==> src/rtl/fifo_flex_pkg.sv <==
// Shared constants and helpers for the fifo_flex buffer family.
package fifo_flex_pkg;

   localparam int FWFT_OFF = 0;
   localparam int FWFT_ON  = 1;

   // Pointers carry one extra wrap bit above the storage address.
   function automatic int ptr_width(input int depth_bits);
      return depth_bits + 1;
   endfunction

endpackage

==> src/rtl/fifo_flex_mem.sv <==
// Dual-port distributed RAM: synchronous write, asynchronous read.
module fifo_flex_mem #(
   parameter int DATA_WIDTH = 32,
   parameter int ADDR_BITS  = 4
) (
   input  logic                  MCLK,
   input  logic                  i_we,
   input  logic [ADDR_BITS-1:0]  i_waddr,
   input  logic [DATA_WIDTH-1:0] i_wdata,
   input  logic [ADDR_BITS-1:0]  i_raddr,
   output logic [DATA_WIDTH-1:0] o_rdata
);

   logic [DATA_WIDTH-1:0] r_mem [0:(2**ADDR_BITS)-1];

   // NOTE: storage has no reset so it maps onto plain LUT RAM; stale words are never observable.
   always_ff @(posedge MCLK) begin
      if (i_we) r_mem[i_waddr] <= i_wdata;
   end

   assign o_rdata = r_mem[i_raddr];

endmodule

==> src/rtl/fifo_flex.sv <==
// Parametrised synchronous FIFO with level, programmable thresholds, sticky errors,
// flush and selectable registered or first-word-fall-through read.
module fifo_flex
   import fifo_flex_pkg::*;
#(
   parameter int DATA_WIDTH   = 32,
   parameter int DEPTH_BITS   = 4,
   parameter int AFULL_LEVEL  = (2 ** DEPTH_BITS) - 2,
   parameter int AEMPTY_LEVEL = 1,
   parameter int FWFT         = FWFT_OFF
) (
   input  logic                  MCLK,
   input  logic                  nRST,
   input  logic                  FLUSH,
   input  logic                  nWE,
   input  logic [DATA_WIDTH-1:0] DIN,
   output logic                  FULL,
   output logic                  AFULL,
   input  logic                  nRE,
   output logic [DATA_WIDTH-1:0] DOUT,
   output logic                  EMPTY,
   output logic                  AEMPTY,
   output logic [DEPTH_BITS:0]   LEVEL,
   output logic                  OVERFLOW,
   output logic                  UNDERFLOW
);

   localparam int DEPTH = 2 ** DEPTH_BITS;
   localparam int PTR_W = ptr_width(DEPTH_BITS);
   localparam logic [PTR_W-1:0] LVL_FULL   = PTR_W'(DEPTH);
   localparam logic [PTR_W-1:0] LVL_AFULL  = PTR_W'(AFULL_LEVEL);
   localparam logic [PTR_W-1:0] LVL_AEMPTY = PTR_W'(AEMPTY_LEVEL);

   if (DEPTH_BITS < 1) begin : g_bad_depth
      $fatal(1, "fifo_flex: DEPTH_BITS must be >= 1");
   end
   if (AFULL_LEVEL < 1 || AFULL_LEVEL > DEPTH) begin : g_bad_afull
      $fatal(1, "fifo_flex: AFULL_LEVEL out of range");
   end
   if (AEMPTY_LEVEL < 0 || AEMPTY_LEVEL >= DEPTH) begin : g_bad_aempty
      $fatal(1, "fifo_flex: AEMPTY_LEVEL out of range");
   end
   if (FWFT != FWFT_OFF && FWFT != FWFT_ON) begin : g_bad_fwft
      $fatal(1, "fifo_flex: FWFT must be 0 or 1");
   end

   logic [PTR_W-1:0]      r_wr_ptr, r_rd_ptr, r_level;
   logic                  r_full, r_afull, r_empty, r_aempty, r_ovf, r_udf;
   logic                  w_push_ok, w_pop_ok;
   logic [PTR_W-1:0]      w_wr_ptr_nxt, w_rd_ptr_nxt, w_level_nxt;
   logic [DATA_WIDTH-1:0] w_rd_data;

   // Flush wins over both requests, so neither transfer is accepted during it.
   assign w_push_ok = !nWE && !r_full  && !FLUSH;
   assign w_pop_ok  = !nRE && !r_empty && !FLUSH;

   assign w_wr_ptr_nxt = r_wr_ptr + PTR_W'(w_push_ok);
   assign w_rd_ptr_nxt = r_rd_ptr + PTR_W'(w_pop_ok);
   // The wrap bit makes the modular pointer difference an exact 0..DEPTH count.
   assign w_level_nxt  = w_wr_ptr_nxt - w_rd_ptr_nxt;

   // NOTE: sequential state uses non-blocking assignments so every flop samples pre-edge values.
   always_ff @(posedge MCLK or negedge nRST) begin
      if (!nRST) begin
         r_wr_ptr <= '0;
         r_rd_ptr <= '0;
         r_level  <= '0;
         r_full   <= 1'b0;
         r_afull  <= 1'b0;
         r_empty  <= 1'b1;
         r_aempty <= 1'b1;
         r_ovf    <= 1'b0;
         r_udf    <= 1'b0;
      end else if (FLUSH) begin
         r_wr_ptr <= '0;
         r_rd_ptr <= '0;
         r_level  <= '0;
         r_full   <= 1'b0;
         r_afull  <= (LVL_AFULL == '0);
         r_empty  <= 1'b1;
         r_aempty <= 1'b1;
         r_ovf    <= 1'b0;
         r_udf    <= 1'b0;
      end else begin
         r_wr_ptr <= w_wr_ptr_nxt;
         r_rd_ptr <= w_rd_ptr_nxt;
         r_level  <= w_level_nxt;
         r_full   <= (w_level_nxt == LVL_FULL);
         r_afull  <= (w_level_nxt >= LVL_AFULL);
         r_empty  <= (w_level_nxt == '0);
         r_aempty <= (w_level_nxt <= LVL_AEMPTY);
         r_ovf    <= r_ovf | (!nWE && r_full);
         r_udf    <= r_udf | (!nRE && r_empty);
      end
   end

   fifo_flex_mem #(
      .DATA_WIDTH (DATA_WIDTH),
      .ADDR_BITS  (DEPTH_BITS)
   ) u_mem (
      .MCLK    (MCLK),
      .i_we    (w_push_ok),
      .i_waddr (r_wr_ptr[DEPTH_BITS-1:0]),
      .i_wdata (DIN),
      .i_raddr (r_rd_ptr[DEPTH_BITS-1:0]),
      .o_rdata (w_rd_data)
   );

   if (FWFT == FWFT_ON) begin : g_fwft
      assign DOUT = w_rd_data;
   end else begin : g_reg_read
      logic [DATA_WIDTH-1:0] r_dout;
      always_ff @(posedge MCLK or negedge nRST) begin
         if (!nRST)         r_dout <= '0;
         else if (w_pop_ok) r_dout <= w_rd_data;
      end
      assign DOUT = r_dout;
   end

   assign FULL      = r_full;
   assign AFULL     = r_afull;
   assign EMPTY     = r_empty;
   assign AEMPTY    = r_aempty;
   assign LEVEL     = r_level;
   assign OVERFLOW  = r_ovf;
   assign UNDERFLOW = r_udf;

endmodule

==> config.mk <==
export PLATFORM = sky130hd
export DESIGN_NAME = fifo_flex
export DESIGN_NICKNAME = d
export VERILOG_FILES = /design/src/rtl/fifo_flex_pkg.sv /design/src/rtl/fifo_flex_mem.sv /design/src/rtl/fifo_flex.sv
export SDC_FILE = /design/constraint.sdc
export NUM_CORES = 1
export LEC_CHECK = 0
export ABC_AREA = 1
export BUFFER_PORTS_ARGS = -buffer_cell sky130_fd_sc_hd__buf_2
export CORE_MARGIN = 1
export CORE_UTILIZATION = 35
export DETAILED_ROUTE_END_ITERATION = 12
export GPL_ROUTABILITY_DRIVEN = 0
export GPL_TIMING_DRIVEN = 0
export SETUP_SLACK_MARGIN = 0.5
export SYNTH_ARGS = -nofsm -noshare
export SYNTH_HDL_FRONTEND = slang
export SYNTH_SLANG_ARGS = --single-unit
export TNS_END_PERCENT = 5
==> constraint.sdc <==
create_clock -name MCLK -period 2.7 [get_ports MCLK]
set_clock_uncertainty 0.05 [all_clocks]
set_input_delay 0.405 -clock MCLK [delete_from_list [all_inputs] [get_ports MCLK]]
set_output_delay 0.405 -clock MCLK [all_outputs]
set_load 0.01 [all_outputs]
==> key figures <==
Status
  • Status: finished clean

Logic synthesis
  • FFs w/ async S/R, synth: 9.38%
  • Synthesized area: 22300 um^2
  • Cells after Synth: 1694
  • Post-synth top flop: edfxtp_1
  • Synth Area in Adders: 0.449%
  • EDFF count, synth: 512
  • Compound-Gate Fraction of Synth Area: 11.9%
  • Part of the Yosys area used for sequential elements: 74.9%
  • Yosys warns: 0
  • Mux contribution to synthesized area: 0%
  • Synthesized Nets: 1739
  • Distinct cell type count after synthesis: 32
  • Synth Area in Simple Gates: 9.31%
  • Synthesized area per cell: 13.2 um^2
  • Synthesized flop and latch total: 565
  • Synth Area in XOR/XNOR: 0.0786%
  • Largest family of logic cells by synthesized area: compound AO/OA/AOI/OAI gates

Power
  • Internal power: 15.6 mW
  • Final Total Pwr: 20.8 mW
  • Sw power: 5.21 mW
  • Clock share of power: 39.8%
  • Sequential share of power: 48.4%
  • Pwr dens: 781 nW/um^2
  • Comb pwr share: 11.9%
  • P_leak: 9.14 nW
  • Net Sw Frac: 25.1%
  • Peak VDD IR: 0.541 mV

CTS
  • H-tree levels: 2
  • Worst skew pair latency: 620 ps
  • Clock transition at the registers of the reported paths: 60 ps
  • Deepest clock path buffer count: 3
  • Root buf cell: clkbuf_16
  • Clk sink count: 565
  • Total CTS buffers: 57
  • CTS tree: yes

Route
  • Drt first pass iters: 7
  • Wirelength, routed: 67.4 mm
  • Residual DRC count: 0
  • ANT nets after route: 0
  • Via count: 14900
  • WL/cell: 24.4 um
  • Initial DRC Count: 1702
  • Vias/cell: 5.41

Global route
  • Vias in the first global route: 14600
  • Antenna violations before repair: 4
  • All-Layer GR Usage: 20.7%
  • Gr ovfl total: 0
  • First-pass GRT wire length: 96.4 mm
  • Largest net degree at the start of global routing: 43

Min path
  • Worst Hold Endpoint: EMPTY$_DFF_PN1_
  • Hold crit path type: input port to flip-flop
  • Min-Delay Startpoint: FLUSH
  • WHS Path Cells: 3

Floorplan
  • FP Rows: 92
  • Die height: 254 um
  • Core Area: 63000 um^2
  • Starting Density: 35.4%
  • Num ports: 80
  • DIE AREA: 64700 um^2
  • Die width: 254 um

Timing
  • Worst-margin pin slew: 1010 ps
  • Setup violations, final: 0
  • Rel. slew slack: 32.5%
  • RSZ-0062 raised after global routing: true
  • Hold Violations, Final: 0
  • Final WS setup: 298 ps
  • Crit path time final: 2400 ps
  • Max Freq: 416 MHz
  • Final Max Slew Viols: 0
  • Final hold slack: 44.2 ps
  • Final period util: 88.9%
  • Setup TNS: 0 ps

Worst setup path
  • Worst r2r src: r_rd_ptr[3]$_DFF_PN0_
  • WS Path Type: flip-flop to flip-flop
  • Worst R2R Setup Slack: 300 ps
  • CP endpoint kind: flip-flop
  • R2R depth: 4
  • RR Endpoint: DOUT[16]$_DFFE_PN0P_
  • CP max FO: 10
  • Data arrival time of the worst path: 2880 ps
  • CP required: 3180 ps
  • Crit start category: flip-flop

Finish
  • Commonest cells after routing, fill and taps aside: edfxtp_1, nor2_1, o21ai_0, buf_2, nand2_1
  • Final core utilization: 42.3%
  • Synthesis-to-finish area growth: 19.4%
  • Most common cell after layout, fill and taps aside: edfxtp_1
  • Share of cells above drive strength 1: 19.0%
  • Final nets: 1909

Run
  • Max-Cap Viols: 0

Placement
  • Dpl ws: -539 ps
  • Port Buf Inserts: 78
  • Hpwl dp: 43.2 mm
-- sequential cells by signal (all words and copies together) (netlist names) --
signal,cells
DOUT,32
FULL,1
AEMPTY,1
LEVEL,5
u_mem.r_mem,512
UNDERFLOW,1
r_wr_ptr,5
AFULL,1
r_rd_ptr,5
OVERFLOW,1
EMPTY,1
-- cells by family (layout without fill, tap and decap cells) --
| logic type | after synthesis | in the layout |
|---|---|---|
| DFF | 565 | 565 |
| buffers and inverters | 148 | 366 |
| other | 0 | 2 |
| xor gates and xnor gates | 2 | 2 |
| and+or+nand+nor | 516 | 516 |
| adders and majority gates | 8 | 8 |
| AOI/OAI and AO/OA | 455 | 455 |
-- synthesized netlist by cell type, types with 9 or more instances --
cell / instances / share of area [%]
a21oi_1: 29 / 0.65
a31oi_1: 15 / 0.42
buf_2: 51 / 1.1
buf_4: 12 / 0.40
buf_6: 11 / 0.56
clkbuf_1: 33 / 0.56
dfrtp_1: 51 / 5.7
edfxtp_1: 512 / 69
inv_1: 26 / 0.44
nand2_1: 100 / 1.7
nand2_2: 9 / 0.25
nand3_1: 44 / 0.99
nor2_1: 349 / 5.9
o211ai_1: 30 / 1.0
o21ai_0: 229 / 5.1
o21ai_1: 58 / 1.3
o221ai_1: 64 / 2.5
o22ai_1: 30 / 0.84
-- metal layers --
| layer | wire length, um | part of all wire [%] | global-route usage [%] |
|---|---|---|---|
| met5 | 31 | 0.046 | 0 |
| met4 | 2010 | 3.0 | 7.04 |
| met3 | 5670 | 8.4 | 3.77 |
| met2 | 32700 | 49 | 35.0 |
| met1 | 27000 | 40 | 26.7 |
-- cell type report --
type,count,area [um^2]
clock buffers,77,1590
well taps,846,1060
clock inverters,30,368
diodes,2,5.00
plain buffers,113,652
multi-input cells,981,5150
fillers,5792,36300
repair buffers,111,945
flip-flops and latches,565,16700
inverters,35,139
-- stage by stage --
step	std cells	area, um^2
after floorplan	1694	22400
after CTS	2755	26500
final	2760	26600
after global routing	2759	26600
after global placement	2618	23800
after detailed placement	2636	24300
-- power groups by stage --
stage	clock network, mW	logic (mW)	registers (mW)
finish	8.27	2.46	10.0
floorplan	0	1.13	10.3
global placement	0	2.31	10.2
detailed placement	0	2.38	10.2
CTS	8.33	2.43	10.0
global route	8.65	2.69	10.1
-- repair_timing --
| action | in CTS | in global routing |
|---|---|---|
| resized for setup | 24 | 31 |
| endpoints found under the hold margin | 56 | 0 |
| setup endpoints to repair | 282 | 249 |
| setup buffers | 10 | 3 |
| pin swaps | 12 | 15 |
| hold buffers | 2 | 0 |
-- critical path: stages (launching register included) --
cell and delay [ps]:
dfrtp_1 420, clkbuf_1 630, clkbuf_1 800, nand3_1 220, a21oi_1 180
-- worst max-delay path by stage --
stage,from,endpoint,slack (ps),depth (start not counted)
after floorplan,FLUSH,u_mem.r_mem[2][0]$_DFFE_PP_,200,5
after global placement,FLUSH,u_mem.r_mem[11][2]$_DFFE_PP_,-1030,5
after detailed placement,FLUSH,EMPTY$_DFF_PN1_,-540,18
after CTS,r_rd_ptr[3]$_DFF_PN0_,DOUT[16]$_DFFE_PN0P_,320,4
after global routing,r_wr_ptr[1]$_DFF_PN0_,u_mem.r_mem[13][19]$_DFFE_PP_,300,4
final,r_rd_ptr[3]$_DFF_PN0_,DOUT[16]$_DFFE_PN0P_,300,4
No activity file was read; power rests on OpenSTA's default activity.
